File: src/rtl/reg_byte_loader.sv
// rtl/reg_byte_loader.sv - byte-wise loader driving a 16-bit register through function selects
// Define LOADER_HIGH_FIRST_EN to take the high byte first in word mode (Mode 00).
module reg_byte_loader #(
    parameter int unsigned TIMEOUT_CYCLES = 255
) (
    input  logic        Clock,
    input  logic        Reset,
    input  logic        Start,
    input  logic [1:0]  Mode,
    input  logic [7:0]  ByteIn,
    input  logic        ByteValid,
    output logic        ByteReady,
    output logic        RegE,
    output logic [2:0]  RegFunSel,
    output logic [15:0] RegI,
    output logic        Busy,
    output logic        Done,
    output logic        Timeout
);

    localparam int unsigned CNT_W = (TIMEOUT_CYCLES < 2) ? 1 : $clog2(TIMEOUT_CYCLES + 1);
    localparam logic [CNT_W-1:0] CNT_LIMIT = CNT_W'(TIMEOUT_CYCLES);
    localparam bit TIMEOUT_EN = (TIMEOUT_CYCLES != 0);

    localparam logic [1:0] MODE_WORD  = 2'b00;
    localparam logic [1:0] MODE_ZX    = 2'b01;
    localparam logic [1:0] MODE_SX    = 2'b10;
    localparam logic [1:0] MODE_CLEAR = 2'b11;

    localparam logic [2:0] FS_CLEAR = 3'b011;
    localparam logic [2:0] FS_LO_ZX = 3'b100;
    localparam logic [2:0] FS_LO    = 3'b101;
    localparam logic [2:0] FS_HI    = 3'b110;
    localparam logic [2:0] FS_LO_SX = 3'b111;

`ifdef LOADER_HIGH_FIRST_EN
    localparam bit HIGH_FIRST = 1'b1;
`else
    localparam bit HIGH_FIRST = 1'b0;
`endif

    typedef enum logic [2:0] {
        IDLE,
        WAIT_LO,
        WAIT_HI,
        WRITE,
        CLEAR
    } state_t;

    state_t           state;
    logic [1:0]       mode_q;
    logic [CNT_W-1:0] wait_cnt;
    logic             final_write;

    logic             in_wait;
    logic             xfer;
    logic             timeout_hit;
    logic [2:0]       word1_sel;
    logic [2:0]       word2_sel;
    logic [15:0]      word1_data;
    logic [15:0]      word2_data;

    assign in_wait   = (state == WAIT_LO) || (state == WAIT_HI);
    assign ByteReady = in_wait;
    assign Busy      = (state != IDLE);
    assign xfer      = in_wait && ByteValid;

    // A byte arriving on the limit cycle wins over the abort, so the abort is qualified by !ByteValid.
    assign timeout_hit = TIMEOUT_EN && in_wait && (wait_cnt == CNT_LIMIT) && !ByteValid;
    assign Timeout     = timeout_hit;

    always_comb begin
        word1_sel  = FS_LO;
        word1_data = {8'h00, ByteIn};
        word2_sel  = FS_HI;
        word2_data = {ByteIn, 8'h00};
        if (HIGH_FIRST) begin
            word1_sel  = FS_HI;
            word1_data = {ByteIn, 8'h00};
            word2_sel  = FS_LO;
            word2_data = {8'h00, ByteIn};
        end
    end

    always_ff @(posedge Clock) begin
        if (Reset) begin
            state       <= IDLE;
            mode_q      <= MODE_WORD;
            wait_cnt    <= '0;
            final_write <= 1'b0;
            RegE        <= 1'b0;
            RegFunSel   <= 3'b000;
            RegI        <= 16'h0000;
            Done        <= 1'b0;
        end else begin
            RegE <= 1'b0;
            Done <= 1'b0;
            case (state)
                IDLE: begin
                    if (Start) begin
                        mode_q <= Mode;
                        if (Mode == MODE_CLEAR) begin
                            state     <= CLEAR;
                            RegE      <= 1'b1;
                            RegFunSel <= FS_CLEAR;
                            Done      <= 1'b1;
                        end else begin
                            state    <= WAIT_LO;
                            wait_cnt <= '0;
                        end
                    end
                end

                WAIT_LO: begin
                    if (xfer) begin
                        state <= WRITE;
                        RegE  <= 1'b1;
                        case (mode_q)
                            MODE_ZX: begin
                                RegFunSel   <= FS_LO_ZX;
                                RegI        <= {8'h00, ByteIn};
                                Done        <= 1'b1;
                                final_write <= 1'b1;
                            end
                            MODE_SX: begin
                                RegFunSel   <= FS_LO_SX;
                                RegI        <= {8'h00, ByteIn};
                                Done        <= 1'b1;
                                final_write <= 1'b1;
                            end
                            default: begin
                                RegFunSel   <= word1_sel;
                                RegI        <= word1_data;
                                final_write <= 1'b0;
                            end
                        endcase
                    end else if (timeout_hit) begin
                        state <= IDLE;
                    end else if (TIMEOUT_EN) begin
                        wait_cnt <= wait_cnt + 1'b1;
                    end
                end

                WAIT_HI: begin
                    if (xfer) begin
                        state       <= WRITE;
                        RegE        <= 1'b1;
                        RegFunSel   <= word2_sel;
                        RegI        <= word2_data;
                        Done        <= 1'b1;
                        final_write <= 1'b1;
                    end else if (timeout_hit) begin
                        // The first byte stays in the downstream register; there is no rollback.
                        state <= IDLE;
                    end else if (TIMEOUT_EN) begin
                        wait_cnt <= wait_cnt + 1'b1;
                    end
                end

                WRITE: begin
                    if (final_write) begin
                        state <= IDLE;
                    end else begin
                        state    <= WAIT_HI;
                        wait_cnt <= '0;
                    end
                end

                CLEAR: begin
                    state <= IDLE;
                end

                default: begin
                    state <= IDLE;
                end
            endcase
        end
    end

endmodule

File: config.mk
export PLATFORM = sky130hd
export DESIGN_NAME = reg_byte_loader
export DESIGN_NICKNAME = d
export VERILOG_FILES = /design/src/rtl/reg_byte_loader.sv
export SDC_FILE = /design/constraint.sdc
export NUM_CORES = 1
export LEC_CHECK = 0
export BUFFER_PORTS_ARGS = -buffer_cell sky130_fd_sc_hd__buf_2
export CAP_MARGIN = 20
export CELL_PAD_IN_SITES_DETAIL_PLACEMENT = 0
export CELL_PAD_IN_SITES_GLOBAL_PLACEMENT = 2
export CORE_ASPECT_RATIO = 1.75
export CORE_MARGIN = 1.5
export CORE_UTILIZATION = 31
export CTS_BUF_LIST = sky130_fd_sc_hd__clkbuf_8 sky130_fd_sc_hd__clkbuf_16
export DETAILED_ROUTE_END_ITERATION = 8
export GPL_TIMING_DRIVEN = 0
export PLACE_DENSITY = 0.79
export SLEW_MARGIN = 40
export SYNTH_ARGS = -nofsm -noshare
export SYNTH_HDL_FRONTEND = slang
export SYNTH_SLANG_ARGS = --single-unit
File: constraint.sdc
create_clock -name Clock -period 2.2 [get_ports Clock]
set_clock_uncertainty 0.2 [all_clocks]
set_input_delay 0.11 -clock Clock [delete_from_list [all_inputs] [get_ports Clock]]
set_output_delay 0.11 -clock Clock [all_outputs]
set_load 0.02 [all_outputs]
==> impl_metrics.yaml, run 1 <==
pwr:
  pwr-share-clk_pct: 27.9
  seq_power_share_pct: 42.9
  total_power_uw: 1662
  power_frac_comb_pct: 29.1
  power.internal_uw: 1113
  p_per_area_mw_per_mm2: 796.1
  vdd.ir_drop.worst_uv: 425.5
  swShare_pct: 33.04
  power.leakage_uw: 0.0008358
  p_sw_uw: 549.2
floorplanning:
  placeableCoreArea_mm2: 0.004977
  rows: 34
  fp.dieArea_mm2: 0.005602
  die_w_um: 57.23
  chipHeight_um: 97.90
  ios: 38
  initial_core_util_pct: 32.05
layout:
  antenna_cells: 0
  nets: 257
  final_cell_area_mm2: 0.002088
  area_growth_syn_to_layout_pct: 30.90
  instances_no_fill: 294
  mostFrequentLayoutCell: "buf_2"
  drive_gt1_share_pct: 25.00
  final_cell_mix: "buf_2, dfxtp_1, a21oi_1"
  utilization_pct: 41.96
timing:
  fin_crit_ns: 2.101
  slew_headroom_pct: 56.30
  max_freq_mhz: 476.1
  hold_violations: 0
  slew_violations: 0
  rsz0062_at_grt: "no"
  fin_setup_tns_ns: 0
  worst_slew_pin_slew_ns: 0.6496
  finalCritPeriodShare_pct: 95.48
  setup_violations: 0
placed_design:
  place_congestion: 0.7151
  portBuffers: 37
  dpl.cell_count: 273
  dp_hpwl_um: 3180
  place_area_mm2: 0.001848
global_routing:
  grt_max_degree: 11
  antenna_found_initial: 0
  grt_overflow_total: 0
  track_usage_pct: 17.07
  grt_pass1_wl_um: 7569
  use_met3_pct: 3.576
  grt.busiest_layer: "met2"
  use_met2_pct: 30.33
  grt_pass1_vias: 1562
  use_met1_pct: 19.72
clocking:
  ctsRootBufferMaster: "clkbuf_8"
  cts_setup_buffers: 0
  cts.sinks: 35
  tritoncts: "built"
  ctsHtreeMaxLevel: 2
  cts_buffer_depth: 2
  clk_latency_ns: 0.28
  path_clk_slew_ns: 0.07
  cts_made_buffers: 5
run:
  drv_cap: 0
worst_setup_path:
  cp-end-kind: "primary output"
  cp.required_ns: 1.89
  path_max_fanout: 6
  crit_arrival_ns: 1.79
  path_class: "register to primary output"
  crit_path_start_kind: "register"
synthesis:
  synth_area_mm2: 0.001595
  ys_ff_latch: 35
  ys_types: 41
  yosysWarnings: 0
  syn_nets: 199
  synth_enable_flop_cells: 0
  synth_seq_area_share_pct: 43.92
  synthCells: 182
  syn_avg_cell_area_um2: 8.765
  synth_ff_type: "dfxtp_1"
  postSynth.asyncResetShare_pct: 0
drt:
  dr.first_iter.drc_count: 48
  routed_via_density: 5.187
  firstDrtPassIters: 4
  drc: 0
  vias: 1525
  wl_per_cell_um: 15.05
  routed_wl_um: 4426
  postRouteAntennaNets: 0
run_status:
  status: "finished clean"
hold_path:
  hp-class: "input port to register"
==> Yosys cell counts (2+ instances only) <==
| master | count | area (um^2) |
|---|---|---|
| clkbuf_1 | 5 | 18.77 |
| or3_1 | 2 | 12.51 |
| nor3_1 | 3 | 15.01 |
| nor2_1 | 15 | 56.30 |
| nor3b_1 | 2 | 15.01 |
| inv_1 | 8 | 30.03 |
| nand3b_1 | 10 | 75.07 |
| nand4b_1 | 2 | 17.52 |
| a211oi_1 | 3 | 22.52 |
| ha_1 | 3 | 37.54 |
| nand2_1 | 17 | 63.81 |
| buf_2 | 4 | 20.02 |
| a21oi_1 | 19 | 95.09 |
| a22oi_1 | 9 | 67.56 |
| and3_1 | 2 | 12.51 |
| a41oi_1 | 2 | 17.52 |
| nor4_1 | 2 | 12.51 |
| nand3_1 | 6 | 30.03 |
| a31oi_1 | 2 | 12.51 |
| o21ai_0 | 5 | 25.02 |
| nor3_2 | 2 | 20.02 |
| nand2b_1 | 2 | 12.51 |
| and2_1 | 2 | 12.51 |
| dfxtp_1 | 35 | 700.7 |
| buf_6 | 2 | 22.52 |
| a311oi_1 | 2 | 17.52 |
| nor4b_1 | 2 | 17.52 |
==> logic make-up after synthesis <==
group	count (synthesis)	synth area share, %
XOR/XNOR	1	1.020
AO/OA/AOI/OAI	50	20.78
buffers and inverters	20	6.196
AND/OR/NAND/NOR	73	25.72
adder cells (fa/ha/maj)	3	2.353
flip-flops	35	43.92
==> per-layer routing <==
metal	share of wire [%]	vias up
met1	41	716
met2	54	28
met3	3.9	2
met5	0	-
met4	0.86	0
li1	-	779
==> power groups by stage <==
stage / Clock (uW) / Sequential, uW / Combinational [uW]
after CTS: 484 / 714 / 491
after floorplan: 0 / 765 / 280
after global routing: 509 / 719 / 541
after global placement: 0 / 727 / 466
final: 464 / 713 / 484
after detailed placement: 0 / 727 / 466
==> state kept, by name (all words and copies together) (netlist names) <==
signal       flops
Done             1
RegI            16
RegE             1
wait_cnt         8
mode_q           2
state            3
final_write      1
RegFunSel        3
==> area by class of cell <==
| type | instances | area [um^2] |
|---|---|---|
| Buffer | 12 | 68.82 |
| Inverter | 8 | 30.03 |
| Clock inverter | 1 | 5.005 |
| Multi-Input combinational cell | 127 | 808.3 |
| Timing Repair Buffer | 51 | 325.3 |
| Clock buffer | 6 | 82.58 |
| Tap cell | 54 | 67.56 |
| Sequential cell | 35 | 700.7 |
| Fill cell | 515 | 2889 |
==> metrics by stage <==
stage	setup slack, ns	hold slack, ns
floorplan	0.2706	0.05749
global placement	0.1896	0.1660
detailed placement	0.1659	0.1736
CTS	0.04779	0.09326
global route	0.001442	0.1337
finish	0.09943	0.1041
==> timing repair <==
| item | CTS | global route |
|---|---|---|
| hold buffers | 14 | 0 |
| resized for setup | 2 | 1 |
| hold endpoints to repair | 20 | 0 |
| setup endpoints to repair | 1 | 1 |
==> critical path: stages, from the launching register on <==
cell,delay (ns)
dfxtp_1,0.42
ha_1,0.24
and4_2,0.30
nand3_2,0.16
nor4_2,0.18
buf_2,0.21
==> path summary, 6_finish.rpt <==
| path | from | endpoint | slack (ns) | cells past startpoint |
|---|---|---|---|---|
| max | wait_cnt[0]$_SDFFE_PP0P_ | Timeout | 0.1 | 5 |
| min reg2reg | RegI[7]$_SDFFE_PP0P_ | RegI[7]$_SDFFE_PP0P_ | 0.25 | 2 |
| max reg2reg | state[1]$_SDFFE_PP0P_ | wait_cnt[5]$_SDFFE_PP0P_ | 0.16 | 5 |
| min | ByteValid | wait_cnt[1]$_SDFFE_PP0P_ | 0.10 | 4 |
No activity file was read; power rests on OpenSTA's default activity.
==> inputs of run 2 (changes only) <==
--- a/config.mk
+++ b/config.mk
@@ -7,15 +7,13 @@
 export LEC_CHECK = 0
 export BUFFER_PORTS_ARGS = -buffer_cell sky130_fd_sc_hd__buf_2
 export CAP_MARGIN = 20
-export CELL_PAD_IN_SITES_DETAIL_PLACEMENT = 0
-export CELL_PAD_IN_SITES_GLOBAL_PLACEMENT = 2
 export CORE_ASPECT_RATIO = 1.75
 export CORE_MARGIN = 1.5
-export CORE_UTILIZATION = 31
+export CORE_UTILIZATION = 45
 export CTS_BUF_LIST = sky130_fd_sc_hd__clkbuf_8 sky130_fd_sc_hd__clkbuf_16
 export DETAILED_ROUTE_END_ITERATION = 8
 export GPL_TIMING_DRIVEN = 0
-export PLACE_DENSITY = 0.79
+export PLACE_DENSITY = 0.7
 export SLEW_MARGIN = 40
 export SYNTH_ARGS = -nofsm -noshare
 export SYNTH_HDL_FRONTEND = slang
==> impl_metrics.yaml, run 2 (synthesized netlist as in run 1, its figures left out) <==
drt:
  vias: 1589
  dr.first_iter.drc_count: 19
  routed_wl_um: 4135
  postRouteAntennaNets: 0
  routed_via_density: 5.556
  firstDrtPassIters: 4
  drc: 0
  wl_per_cell_um: 14.46
pwr:
  seq_power_share_pct: 43.8
  total_power_uw: 1630
  p_sw_uw: 549.5
  swShare_pct: 33.71
  pwr-share-clk_pct: 27.0
  power_frac_comb_pct: 29.3
  power.leakage_uw: 0.0008392
  power.internal_uw: 1081
  p_per_area_mw_per_mm2: 787.2
  vdd.ir_drop.worst_uv: 585.3
layout:
  mostFrequentLayoutCell: "buf_2"
  seqCellArea_um2: 700.7
  utilization_pct: 60.94
  top_register: "RegI"
  num-fill-cells: 356
  area_growth_syn_to_layout_pct: 29.80
  final_cell_area_mm2: 0.002071
  antenna_cells: 0
  final_cell_mix: "buf_2, dfxtp_1, a21oi_1"
  drive_gt1_share_pct: 24.48
  top_regs: "RegI x16, wait_cnt x8"
  multi_input_area_um2: 808.3
  largest_register_ffs: 16
  nets: 257
clocking:
  ctsRootBufferMaster: "clkbuf_8"
  cts_buffer_depth: 2
  tritoncts: "built"
  path_clk_slew_ns: 0.07
  ctsHtreeMaxLevel: 2
  cts.sinks: 35
  cts_made_buffers: 5
  clk_latency_ns: 0.29
worst_setup_path:
  path_cells: "ha_1 > and4_2 > nand3_2 > nor4_2 > buf_2"
  critPathBufInv: 1
  cpPeakStageDelay_ns: 0.40
  path_class: "register to primary output"
  cp_top_family: "simple AND/OR/NAND/NOR gates"
  path_max_fanout: 6
  cp-end-kind: "primary output"
  crit_start: "wait_cnt[0]$_SDFFE_PP0P_"
  worstReg2RegEnd: "wait_cnt[3]$_SDFFE_PP0P_"
  crit_path_start_kind: "register"
  crit_arrival_ns: 1.78
  cp.required_ns: 1.89
  timing.rr.start: "state[1]$_SDFFE_PP0P_"
  cp_slowest_cell: "dfxtp_1"
  crit_path_end: "Timeout"
  reg2regPathDepth: 5
  cp.depth: 5
  rrSetupSlack_ns: 0.21
timing:
  slew_headroom_pct: 59.88
  fin_setup_tns_ns: 0
  hold_ws_ns: 0.07904
  rsz0062_at_grt: "no"
  slew_violations: 0
  max_freq_mhz: 479.4
  worst_slew_pin_slew_ns: 0.5963
  finalCritPeriodShare_pct: 94.82
  fin_crit_ns: 2.086
  hold_violations: 0
  setup_violations: 0
placed_design:
  dp_hpwl_um: 2870
  portBuffers: 37
  place_congestion: 0.7494
  place_area_mm2: 0.001837
hold_path:
  hp-class: "input port to register"
global_routing:
  grt_pass1_vias: 1478
  grt_overflow_total: 0
  antenna_found_initial: 0
  grt_max_degree: 11
  grt_pass1_wl_um: 6568
  track_usage_pct: 23.68
floorplanning:
  placeableCoreArea_mm2: 0.003398
  die_w_um: 48.01
  rows: 28
  fp.dieArea_mm2: 0.003926
  chipHeight_um: 81.77
  ios: 38
  initial_core_util_pct: 46.94
run:
  drv_cap: 0
run_status:
  status: "finished clean"
run 2: cell count changes in the layout (fill, tap and decap cells not counted):
cell      previous run  this run
inv_1                8        10
clkbuf_8             6         5
run 2: worst reg2reg max path, cell delays in order, from the launching register on:
cell and delay [ns]:
dfxtp_1 0.38, buf_4 0.18, nor3_1 0.07, nor4_1 0.54, o31a_2 0.36, a311oi_1 0.11
run 2: power groups by stage:
stage          Clock (uW)  Sequential [uW]  Combinational (uW)
3_5_place_dp            0              727                 456
4_1_cts               450              714                 480
6_report              440              714                 477
3_3_place_gp            0              726                 453
5_1_grt               483              719                 528
2_1_floorplan           0              765                 280
run 2: what timing repair did:
| action | 4_1_cts | 5_1_grt |
|---|---|---|
| endpoints found under the setup margin | 1 | 1 |
| pin swaps | 0 | 0 |
| resized for setup | 1 | 2 |
| setup buffers | 0 | 0 |
| hold buffers | 14 | 0 |
| hold endpoints to repair | 20 | 0 |
| cloned | 0 | 0 |
run 2: routing by layer:
metal  GRT usage [%]  routed length (um)
met5               0                   0
met1           24.93                1627
met2           42.40                2292
met3           5.275                 144
met4           9.730                  71
run 2: metrics by stage:
stage,setup WS [ns],cells
floorplan,0.2706,182
global placement,0.1858,264
detailed placement,0.1929,264
CTS,0.03945,286
global route,0.007293,286
finish,0.1139,286
run 2: worst min-delay path by stage:
stage	slack, ns	to	cells past startpoint	start
floorplan	0.06	mode_q[1]$_SDFFE_PP0P_	2	Mode[1]
global placement	0.16	RegI[14]$_SDFFE_PP0P_	3	ByteIn[6]
detailed placement	0.17	RegI[10]$_SDFFE_PP0P_	3	ByteIn[2]
CTS	0.07	state[0]$_SDFFE_PP0P_	4	ByteValid
global route	0.11	wait_cnt[4]$_SDFFE_PP0P_	4	ByteValid
finish	0.08	wait_cnt[4]$_SDFFE_PP0P_	4	ByteValid
run 2: cell type report:
cell class / instances / area share [%]
Multi-Input combinational cell: 127 / 39.03
Tap cell: 45 / 2.719
Buffer: 12 / 3.323
Clock inverter: 3 / 0.6042
Clock buffer: 5 / 3.323
Sequential cell: 35 / 33.84
Timing Repair Buffer: 51 / 15.71
Inverter: 8 / 1.450
